<file path="src/rtl/alu_op_sequencer_if.sv">
// Bundle between the IR/start source and the datapath control inputs of alu_op_sequencer.
// master drives start/ir/mem_ready; slave (the sequencer) drives every datapath strobe.
interface alu_op_sequencer_if #(
    parameter int NUM_REGS = 16,
    parameter int OPCODE_W = 5
);
    logic                start;
    logic [31:0]         ir;
    logic                mem_ready;
    logic [NUM_REGS-1:0] rin;
    logic [NUM_REGS-1:0] rout;
    logic                pc_out;
    logic                mar_in;
    logic                inc_pc;
    logic                pc_in;
    logic                read;
    logic                mdr_in;
    logic                mdr_out;
    logic                ir_in;
    logic                y_in;
    logic                z_in;
    logic                zlow_out;
    logic                zhigh_out;
    logic                lo_in;
    logic                hi_in;
    logic [OPCODE_W-1:0] opcode;
    logic                busy;
    logic                done;

    modport master (
        output start, ir, mem_ready,
        input  rin, rout, pc_out, mar_in, inc_pc, pc_in, read, mdr_in, mdr_out, ir_in,
               y_in, z_in, zlow_out, zhigh_out, lo_in, hi_in, opcode, busy, done
    );

    modport slave (
        input  start, ir, mem_ready,
        output rin, rout, pc_out, mar_in, inc_pc, pc_in, read, mdr_in, mdr_out, ir_in,
               y_in, z_in, zlow_out, zhigh_out, lo_in, hi_in, opcode, busy, done
    );
endinterface

</file>
<file path="src/rtl/alu_op_sequencer.sv">
// Control-step sequencer (T0..T6) for register-register ALU ops, with HI/LO writeback for MUL/DIV.
// Latency: T0 one cycle after start; done in cycle 6 (normal) or 7 (MUL/DIV), plus extra T1 cycles with SEQ_MEM_WAIT_EN.
// Backpressure: start is ignored while busy; with SEQ_MEM_WAIT_EN the T1 step stalls until mem_ready.
module alu_op_sequencer #(
    parameter int                  NUM_REGS   = 16,
    parameter int                  REG_SEL_W  = 4,
    parameter int                  OPCODE_W   = 5,
    parameter logic [OPCODE_W-1:0] MUL_OPCODE = OPCODE_W'(5'b01110),
    parameter logic [OPCODE_W-1:0] DIV_OPCODE = OPCODE_W'(5'b01111)
) (
    input  logic              clock,
    input  logic              clear,
    alu_op_sequencer_if.slave bus
);

    localparam int RA_MSB  = 31 - OPCODE_W;
    localparam int RB_MSB  = RA_MSB - REG_SEL_W;
    localparam int RC_MSB  = RB_MSB - REG_SEL_W;
    localparam int LOW_MSB = RC_MSB - REG_SEL_W;

    typedef enum logic [2:0] {
        S_IDLE, S_T0, S_T1, S_T2, S_T3, S_T4, S_T5, S_T6
    } state_t;

    typedef struct packed {
        logic pc_out;
        logic mar_in;
        logic inc_pc;
        logic pc_in;
        logic read;
        logic mdr_in;
        logic mdr_out;
        logic ir_in;
        logic y_in;
        logic z_in;
        logic zlow_out;
        logic zhigh_out;
        logic lo_in;
        logic hi_in;
        logic busy;
        logic done;
    } ctl_t;

    state_t state_q, state_d;
    ctl_t   ctl_q, ctl_d;

    logic [OPCODE_W-1:0]  ir_opcode;
    logic [REG_SEL_W-1:0] ra_sel, rb_sel, rc_sel;
    logic                 is_muldiv;

    logic [NUM_REGS-1:0]  rin_o, rout_o;
    logic [OPCODE_W-1:0]  opcode_o;

    assign ir_opcode = bus.ir[31 -: OPCODE_W];
    assign ra_sel    = bus.ir[RA_MSB -: REG_SEL_W];
    assign rb_sel    = bus.ir[RB_MSB -: REG_SEL_W];
    assign rc_sel    = bus.ir[RC_MSB -: REG_SEL_W];
    assign is_muldiv = (ir_opcode == MUL_OPCODE) || (ir_opcode == DIV_OPCODE);

    // Selectors beyond NUM_REGS decode to no enable at all rather than aliasing.
    function automatic logic [NUM_REGS-1:0] onehot(input logic [REG_SEL_W-1:0] sel);
        logic [NUM_REGS-1:0] v;
        v = '0;
        for (int i = 0; i < NUM_REGS; i++) begin
            v[i] = (int'(sel) == i);
        end
        return v;
    endfunction

    always_comb begin
        state_d = state_q;
        case (state_q)
            S_IDLE: if (bus.start) state_d = S_T0;
            S_T0:   state_d = S_T1;
`ifdef SEQ_MEM_WAIT_EN
            S_T1:   if (bus.mem_ready) state_d = S_T2;
`else
            S_T1:   state_d = S_T2;
`endif
            S_T2:   state_d = S_T3;
            S_T3:   state_d = S_T4;
            S_T4:   state_d = S_T5;
            S_T5:   state_d = is_muldiv ? S_T6 : S_IDLE;
            S_T6:   state_d = S_IDLE;
            default: state_d = S_IDLE;
        endcase
    end

    // Strobes are decoded from the next state so they come straight off flops in the step they belong to.
    always_comb begin
        ctl_d      = '0;
        ctl_d.busy = (state_d != S_IDLE);
        case (state_d)
            S_T0: begin
                ctl_d.pc_out = 1'b1;
                ctl_d.mar_in = 1'b1;
                ctl_d.inc_pc = 1'b1;
                ctl_d.z_in   = 1'b1;
            end
            S_T1: begin
                ctl_d.zlow_out = 1'b1;
                ctl_d.pc_in    = (state_q == S_T0);
                ctl_d.read     = 1'b1;
                ctl_d.mdr_in   = 1'b1;
            end
            S_T2: begin
                ctl_d.mdr_out = 1'b1;
                ctl_d.ir_in   = 1'b1;
            end
            S_T3: ctl_d.y_in = 1'b1;
            S_T4: ctl_d.z_in = 1'b1;
            S_T5: begin
                ctl_d.zlow_out = 1'b1;
                ctl_d.lo_in    = is_muldiv;
                ctl_d.done     = !is_muldiv;
            end
            S_T6: begin
                ctl_d.zhigh_out = 1'b1;
                ctl_d.hi_in     = 1'b1;
                ctl_d.done      = 1'b1;
            end
            default: ctl_d = '0;
        endcase
    end

    always_ff @(posedge clock or posedge clear) begin
        if (clear) begin
            state_q <= S_IDLE;
            ctl_q   <= '0;
        end else begin
            state_q <= state_d;
            ctl_q   <= ctl_d;
        end
    end

    // Register fields come from the IR loaded at the end of T2, so they are decoded live from the state.
    always_comb begin
        rin_o    = '0;
        rout_o   = '0;
        opcode_o = '0;
        case (state_q)
            S_T3: rout_o = onehot(rb_sel);
            S_T4: begin
                rout_o   = onehot(rc_sel);
                opcode_o = ir_opcode;
            end
            S_T5: if (!is_muldiv) rin_o = onehot(ra_sel);
            default: ;
        endcase
    end

    assign bus.rin       = rin_o;
    assign bus.rout      = rout_o;
    assign bus.opcode    = opcode_o;
    assign bus.pc_out    = ctl_q.pc_out;
    assign bus.mar_in    = ctl_q.mar_in;
    assign bus.inc_pc    = ctl_q.inc_pc;
    assign bus.pc_in     = ctl_q.pc_in;
    assign bus.read      = ctl_q.read;
    assign bus.mdr_in    = ctl_q.mdr_in;
    assign bus.mdr_out   = ctl_q.mdr_out;
    assign bus.ir_in     = ctl_q.ir_in;
    assign bus.y_in      = ctl_q.y_in;
    assign bus.z_in      = ctl_q.z_in;
    assign bus.zlow_out  = ctl_q.zlow_out;
    assign bus.zhigh_out = ctl_q.zhigh_out;
    assign bus.lo_in     = ctl_q.lo_in;
    assign bus.hi_in     = ctl_q.hi_in;
    assign bus.busy      = ctl_q.busy;
    assign bus.done      = ctl_q.done;

    logic unused_ir_low;
    assign unused_ir_low = ^bus.ir[LOW_MSB:0];
`ifndef SEQ_MEM_WAIT_EN
    logic unused_mem_ready;
    assign unused_mem_ready = bus.mem_ready;
`endif

endmodule

</file>
<file path="src/flat_wrapper.sv">
// flat-port wrapper written by rule: the top's interface ports become plain ports
module alu_op_sequencer_flat 
#(
    parameter int                  NUM_REGS   = 16,
    parameter int                  REG_SEL_W  = 4,
    parameter int                  OPCODE_W   = 5,
    parameter logic [OPCODE_W-1:0] MUL_OPCODE = OPCODE_W'(5'b01110),
    parameter logic [OPCODE_W-1:0] DIV_OPCODE = OPCODE_W'(5'b01111)
)
  (clock, clear, bus_start, bus_ir, bus_mem_ready, bus_rin, bus_rout, bus_pc_out, bus_mar_in, bus_inc_pc, bus_pc_in, bus_read, bus_mdr_in, bus_mdr_out, bus_ir_in, bus_y_in, bus_z_in, bus_zlow_out, bus_zhigh_out, bus_lo_in, bus_hi_in, bus_opcode, bus_busy, bus_done);
  alu_op_sequencer_if #(.NUM_REGS(NUM_REGS), .OPCODE_W(OPCODE_W)) bus_i ();
  input  logic clock;
  input  logic clear;
  input wire logic [$bits(bus_i.start)-1:0] bus_start;
  input wire logic [$bits(bus_i.ir)-1:0] bus_ir;
  input wire logic [$bits(bus_i.mem_ready)-1:0] bus_mem_ready;
  output wire logic [$bits(bus_i.rin)-1:0] bus_rin;
  output wire logic [$bits(bus_i.rout)-1:0] bus_rout;
  output wire logic [$bits(bus_i.pc_out)-1:0] bus_pc_out;
  output wire logic [$bits(bus_i.mar_in)-1:0] bus_mar_in;
  output wire logic [$bits(bus_i.inc_pc)-1:0] bus_inc_pc;
  output wire logic [$bits(bus_i.pc_in)-1:0] bus_pc_in;
  output wire logic [$bits(bus_i.read)-1:0] bus_read;
  output wire logic [$bits(bus_i.mdr_in)-1:0] bus_mdr_in;
  output wire logic [$bits(bus_i.mdr_out)-1:0] bus_mdr_out;
  output wire logic [$bits(bus_i.ir_in)-1:0] bus_ir_in;
  output wire logic [$bits(bus_i.y_in)-1:0] bus_y_in;
  output wire logic [$bits(bus_i.z_in)-1:0] bus_z_in;
  output wire logic [$bits(bus_i.zlow_out)-1:0] bus_zlow_out;
  output wire logic [$bits(bus_i.zhigh_out)-1:0] bus_zhigh_out;
  output wire logic [$bits(bus_i.lo_in)-1:0] bus_lo_in;
  output wire logic [$bits(bus_i.hi_in)-1:0] bus_hi_in;
  output wire logic [$bits(bus_i.opcode)-1:0] bus_opcode;
  output wire logic [$bits(bus_i.busy)-1:0] bus_busy;
  output wire logic [$bits(bus_i.done)-1:0] bus_done;
  assign bus_i.start = bus_start;
  assign bus_i.ir = bus_ir;
  assign bus_i.mem_ready = bus_mem_ready;
  assign bus_rin = bus_i.rin;
  assign bus_rout = bus_i.rout;
  assign bus_pc_out = bus_i.pc_out;
  assign bus_mar_in = bus_i.mar_in;
  assign bus_inc_pc = bus_i.inc_pc;
  assign bus_pc_in = bus_i.pc_in;
  assign bus_read = bus_i.read;
  assign bus_mdr_in = bus_i.mdr_in;
  assign bus_mdr_out = bus_i.mdr_out;
  assign bus_ir_in = bus_i.ir_in;
  assign bus_y_in = bus_i.y_in;
  assign bus_z_in = bus_i.z_in;
  assign bus_zlow_out = bus_i.zlow_out;
  assign bus_zhigh_out = bus_i.zhigh_out;
  assign bus_lo_in = bus_i.lo_in;
  assign bus_hi_in = bus_i.hi_in;
  assign bus_opcode = bus_i.opcode;
  assign bus_busy = bus_i.busy;
  assign bus_done = bus_i.done;
  alu_op_sequencer #(.NUM_REGS(NUM_REGS), .REG_SEL_W(REG_SEL_W), .OPCODE_W(OPCODE_W), .MUL_OPCODE(MUL_OPCODE), .DIV_OPCODE(DIV_OPCODE)) u_core (.clock(clock), .clear(clear), .bus(bus_i));
endmodule
</file>
<file path="config.mk">
export PLATFORM = sky130hd
export DESIGN_NAME = alu_op_sequencer_flat
export DESIGN_NICKNAME = d
export VERILOG_FILES = /design/src/rtl/alu_op_sequencer_if.sv /design/src/rtl/alu_op_sequencer.sv /design/src/flat_wrapper.sv
export SDC_FILE = /design/constraint.sdc
export NUM_CORES = 1
export LEC_CHECK = 0
export CAP_MARGIN = 20
export CORE_MARGIN = 2
export CORE_UTILIZATION = 28
export CTS_CLUSTER_DIAMETER = 150
export DETAILED_ROUTE_END_ITERATION = 6
export PLACE_DENSITY = 0.76
export SLEW_MARGIN = 20
export SYNTH_ARGS = -nofsm -noshare
export SYNTH_HDL_FRONTEND = slang
export SYNTH_SLANG_ARGS = --single-unit
</file>
<file path="constraint.sdc">
create_clock -name clock -period 1.4 [get_ports clock]
set_input_delay 0.35 -clock clock [delete_from_list [all_inputs] [get_ports clock]]
set_output_delay 0.35 -clock clock [all_outputs]
set_load 0.02 [all_outputs]
</file>
==> impl_results.md <==
- Critical Path Max Stage Delay: 0.43 ns
- Clock buffer depth: 2
- Area Overhead vs Synth: 145.2%
- Initial drt markers: 27
- Grt ovf: 0
- Sink Count: 14
- Max VDD drop: 577.9 uV
- Final wirelength: 3866 um
- Met2 wire length: 2238 um
- Final Hold Vio Count: 0
- Global-route wire length before repair: 6258 um
- Reg2Reg Capture Point: u_core.bus.busy
- Drt pass-1 iters: 4
- Netlist cell types: 32
- Synth Net Count: 158
- Via count: 1280
- Diode count: 0
- Die area: 4064 sq um
- Post-route antenna net violation count: 0
- Met3 routed WL: 201 um
- Core outline area: 3390 sq um
- CP endpoint kind: output pin
- Post-synthesis instance total: 122
- Die Width: 63.75 um
- Crit path time final: 2.003 ns
- Worst path slowest cell: dfrtp_1
- Routed metal-1 wire length: 1370 um
- Clock transition at path regs: 0.09 ns
- Pleak: 1.172 nW
- Critical path fanouts, max: 6
- Highest metal used: met4
- Slack of the worst reg-to-reg path: 0.08 ns
- Hold Buf Count CTS: 0
- Crit path depth: 6
- Initial antenna violation count: 0
- Chip height: 63.75 um
- Clock latency on the worst-skew pair: 0.28 ns
- Worst Hold Class: input port to async pin
- Most used cell, CP: buf_6
- Crit. Startpoint: u_core.state_q[0]
- Number of global-route vias before repair: 1353
- FILL cells: 249
- Clock Skew: 0.009491 ns
- Failing checks: setup timing
- Final hold slack: 0.3580 ns
- Largest net degree at the start of global routing: 15
- Worst-path cell chain: and3b_2 > buf_6 > nand3_4 > buf_12 > nor2_4 > buf_6
- Starting Density: 29.49%
- Post-synth EDFFs: 0
- Final Cycle Share: 143.1%
- Port buffer count: 72
- Startpoint Class: flop
- CP Buf/Inv Count: 3
- Fin nets: 262
- Synthesized area per cell: 8.194 sq um
- Unrepaired setup endpoints after global routing: yes
- Critical setup path kind: flop to output pin
- R2r worst-path depth: 5
- Ys async rst share: 100.0%
- Fraction of layout cells with a size suffix above 1: 62.22%
- CTS tree: yes
- Status: complete, but fails checks
- Critical path required time: 1.05 ns
- CTS root buf: clkbuf_4
- I/O Pins: 89
- Reg area: 351.6 sq um
- Final core utilization: 72.31%
- Avg WL per Cell: 14.27 um
- Total CTS buffers: 3
- Pwr dens: 1179 nW/um^2
- Slew @ Worst Pin: 0.3020 ns
- CP delay by family, top: simple AND/OR/NAND/NOR gates
- GRT Total Usage: 19.63%
- Synth Flop Type: dfrtp_1
- CTS H-tree lvls: 1
- Row cnt: 21
- Synthesized cell area: 999.7 sq um
- Residual DRC count: 0
- Seq/Total Area, Yosys: 35.04%
- Yosys warns: 0
- Slew Viols, Final: 0
- Max Clk Rate: 0.4993 GHz
- RD Place Congestion: 0.7878
- Area of the multi-input gates: 965.9 sq um
- Max Cap Violations: 0
- Worst endpoint data arrival time: 1.65 ns
- Final WS setup: -0.6029 ns
- Hpwl dp: 2829 um
- Setup crit end: bus_rin[14]
- Count of final setup violators: 37
- Vias per inst: 4.723
- R2r startpoint: u_core.state_q[0]
- Yosys reg bits: 14
- Slew HR: 79.80%
[power breakdown]
part,switching (W),internal (W)
logic,0.00101,0.000959
registers,0.0000868,0.000552
clock network,0.000129,0.000158
[flip-flops by register name (all words and copies together), names as in the netlist]
register / cells
u_core.bus.busy: 1
u_core.bus.done: 1
u_core.bus.hi_in: 1
u_core.bus.inc_pc: 1
u_core.bus.ir_in: 1
u_core.bus.lo_in: 1
u_core.bus.mdr_in: 1
u_core.bus.pc_in: 1
u_core.bus.y_in: 1
u_core.bus.z_in: 1
u_core.bus.zlow_out: 1
u_core.state_q: 3
[cells in the mapped netlist, types with 2 or more instances]
master | count | area [sq um]
nor3_1 | 3 | 15.01
o21ai_0 | 2 | 10.01
inv_1 | 3 | 11.26
and3_1 | 7 | 43.79
nand2_1 | 7 | 26.28
and2_1 | 2 | 12.51
mux2i_1 | 6 | 60.06
nand3b_1 | 4 | 30.03
nor2_1 | 36 | 135.1
mux2_4 | 2 | 30.03
nor4_1 | 2 | 12.51
dfrtp_1 | 14 | 350.3
nand3_1 | 3 | 15.01
nor3b_1 | 2 | 15.01
buf_4 | 6 | 45.04
nand3_2 | 2 | 20.02
nor2b_1 | 5 | 31.28
buf_2 | 2 | 10.01
[logic make-up (layout without fill, tap and decap cells)]
kind of cell / count (synthesis) / after routing / synth area share [%]
flip-flops: 14 / 14 / 35.04
multiplexers: 9 / 9 / 10.14
AND/OR/NAND/NOR: 81 / 81 / 43.80
buffers and inverters: 12 / 115 / 7.133
AO/OA/AOI/OAI: 6 / 6 / 3.880
[metal layers]
layer,GRT usage (%),up-vias
li1,-,620
met1,19.51,595
met2,40.39,57
met3,3.345,8
met4,5.978,0
met5,0,-
[final cells by class]
type | count | share of cell area [%]
clock buffer | 4 | 1.480
inverter | 3 | 0.4594
multi-input combinational | 96 | 39.41
sequential | 14 | 14.34
tap | 46 | 2.348
timing repair buffer | 108 | 41.96
[worst min-delay path: cells and delay by family]
family | cells | cell delay [ns]
buf+inv | 3 | 0.66
[layout by cell type (no fill, tap or decap), types with 3 or more instances in the layout]
master,synthesis,routed
nor2_4,0,23
buf_12,0,3
dfrtp_1,14,13
dlygate4sd2_1,0,19
dlymetal6s2s_1,0,6
clkdlybuf4s50_1,0,6
mux2i_4,0,5
nand2_1,7,6
nand3b_1,4,4
nand3_4,0,5
clkbuf_4,0,3
buf_6,0,28
nor2_1,36,11
buf_4,6,41
nor2b_1,5,4
mux2_4,2,3
and3_2,0,5
clkdlybuf4s15_2,0,3
[metrics by stage]
| step | cell area, sq um | std cells | total power, W | setup TNS, ns | setup WS (ns) |
|---|---|---|---|---|---|
| 2_1_floorplan | 1335 | 122 | 0.001770 | -4.602 | -0.2024 |
| 3_3_place_gp | 2172 | 249 | 0.002403 | -36.07 | -1.082 |
| 3_5_place_dp | 2172 | 249 | 0.002440 | -37.19 | -1.127 |
| 4_1_cts | 2380 | 268 | 0.002845 | -19.41 | -0.5957 |
| 5_1_grt | 2451 | 271 | 0.003059 | -21.95 | -0.6535 |
| 6_report | 2451 | 271 | 0.002890 | -19.39 | -0.6029 |
[how the worst min path moves through the flow]
stage | to | slack, ns | cells past startpoint
floorplan | u_core.bus.busy | 0.24 | 1
global placement | u_core.bus.z_in | 0.60 | 2
detailed placement | u_core.bus.z_in | 0.62 | 2
CTS | u_core.bus.done | 0.37 | 3
global route | u_core.bus.done | 0.38 | 3
finish | u_core.bus.done | 0.36 | 3
[timing repair]
| item | in CTS | in global routing |
|---|---|---|
| gates cloned | 0 | 0 |
| resized for setup | 251 | 17 |
| setup endpoints to repair | 55 | 41 |
| pin swaps | 18 | 5 |
| buffers inserted | 15 | 3 |
No activity file was read; power rests on OpenSTA's default activity.
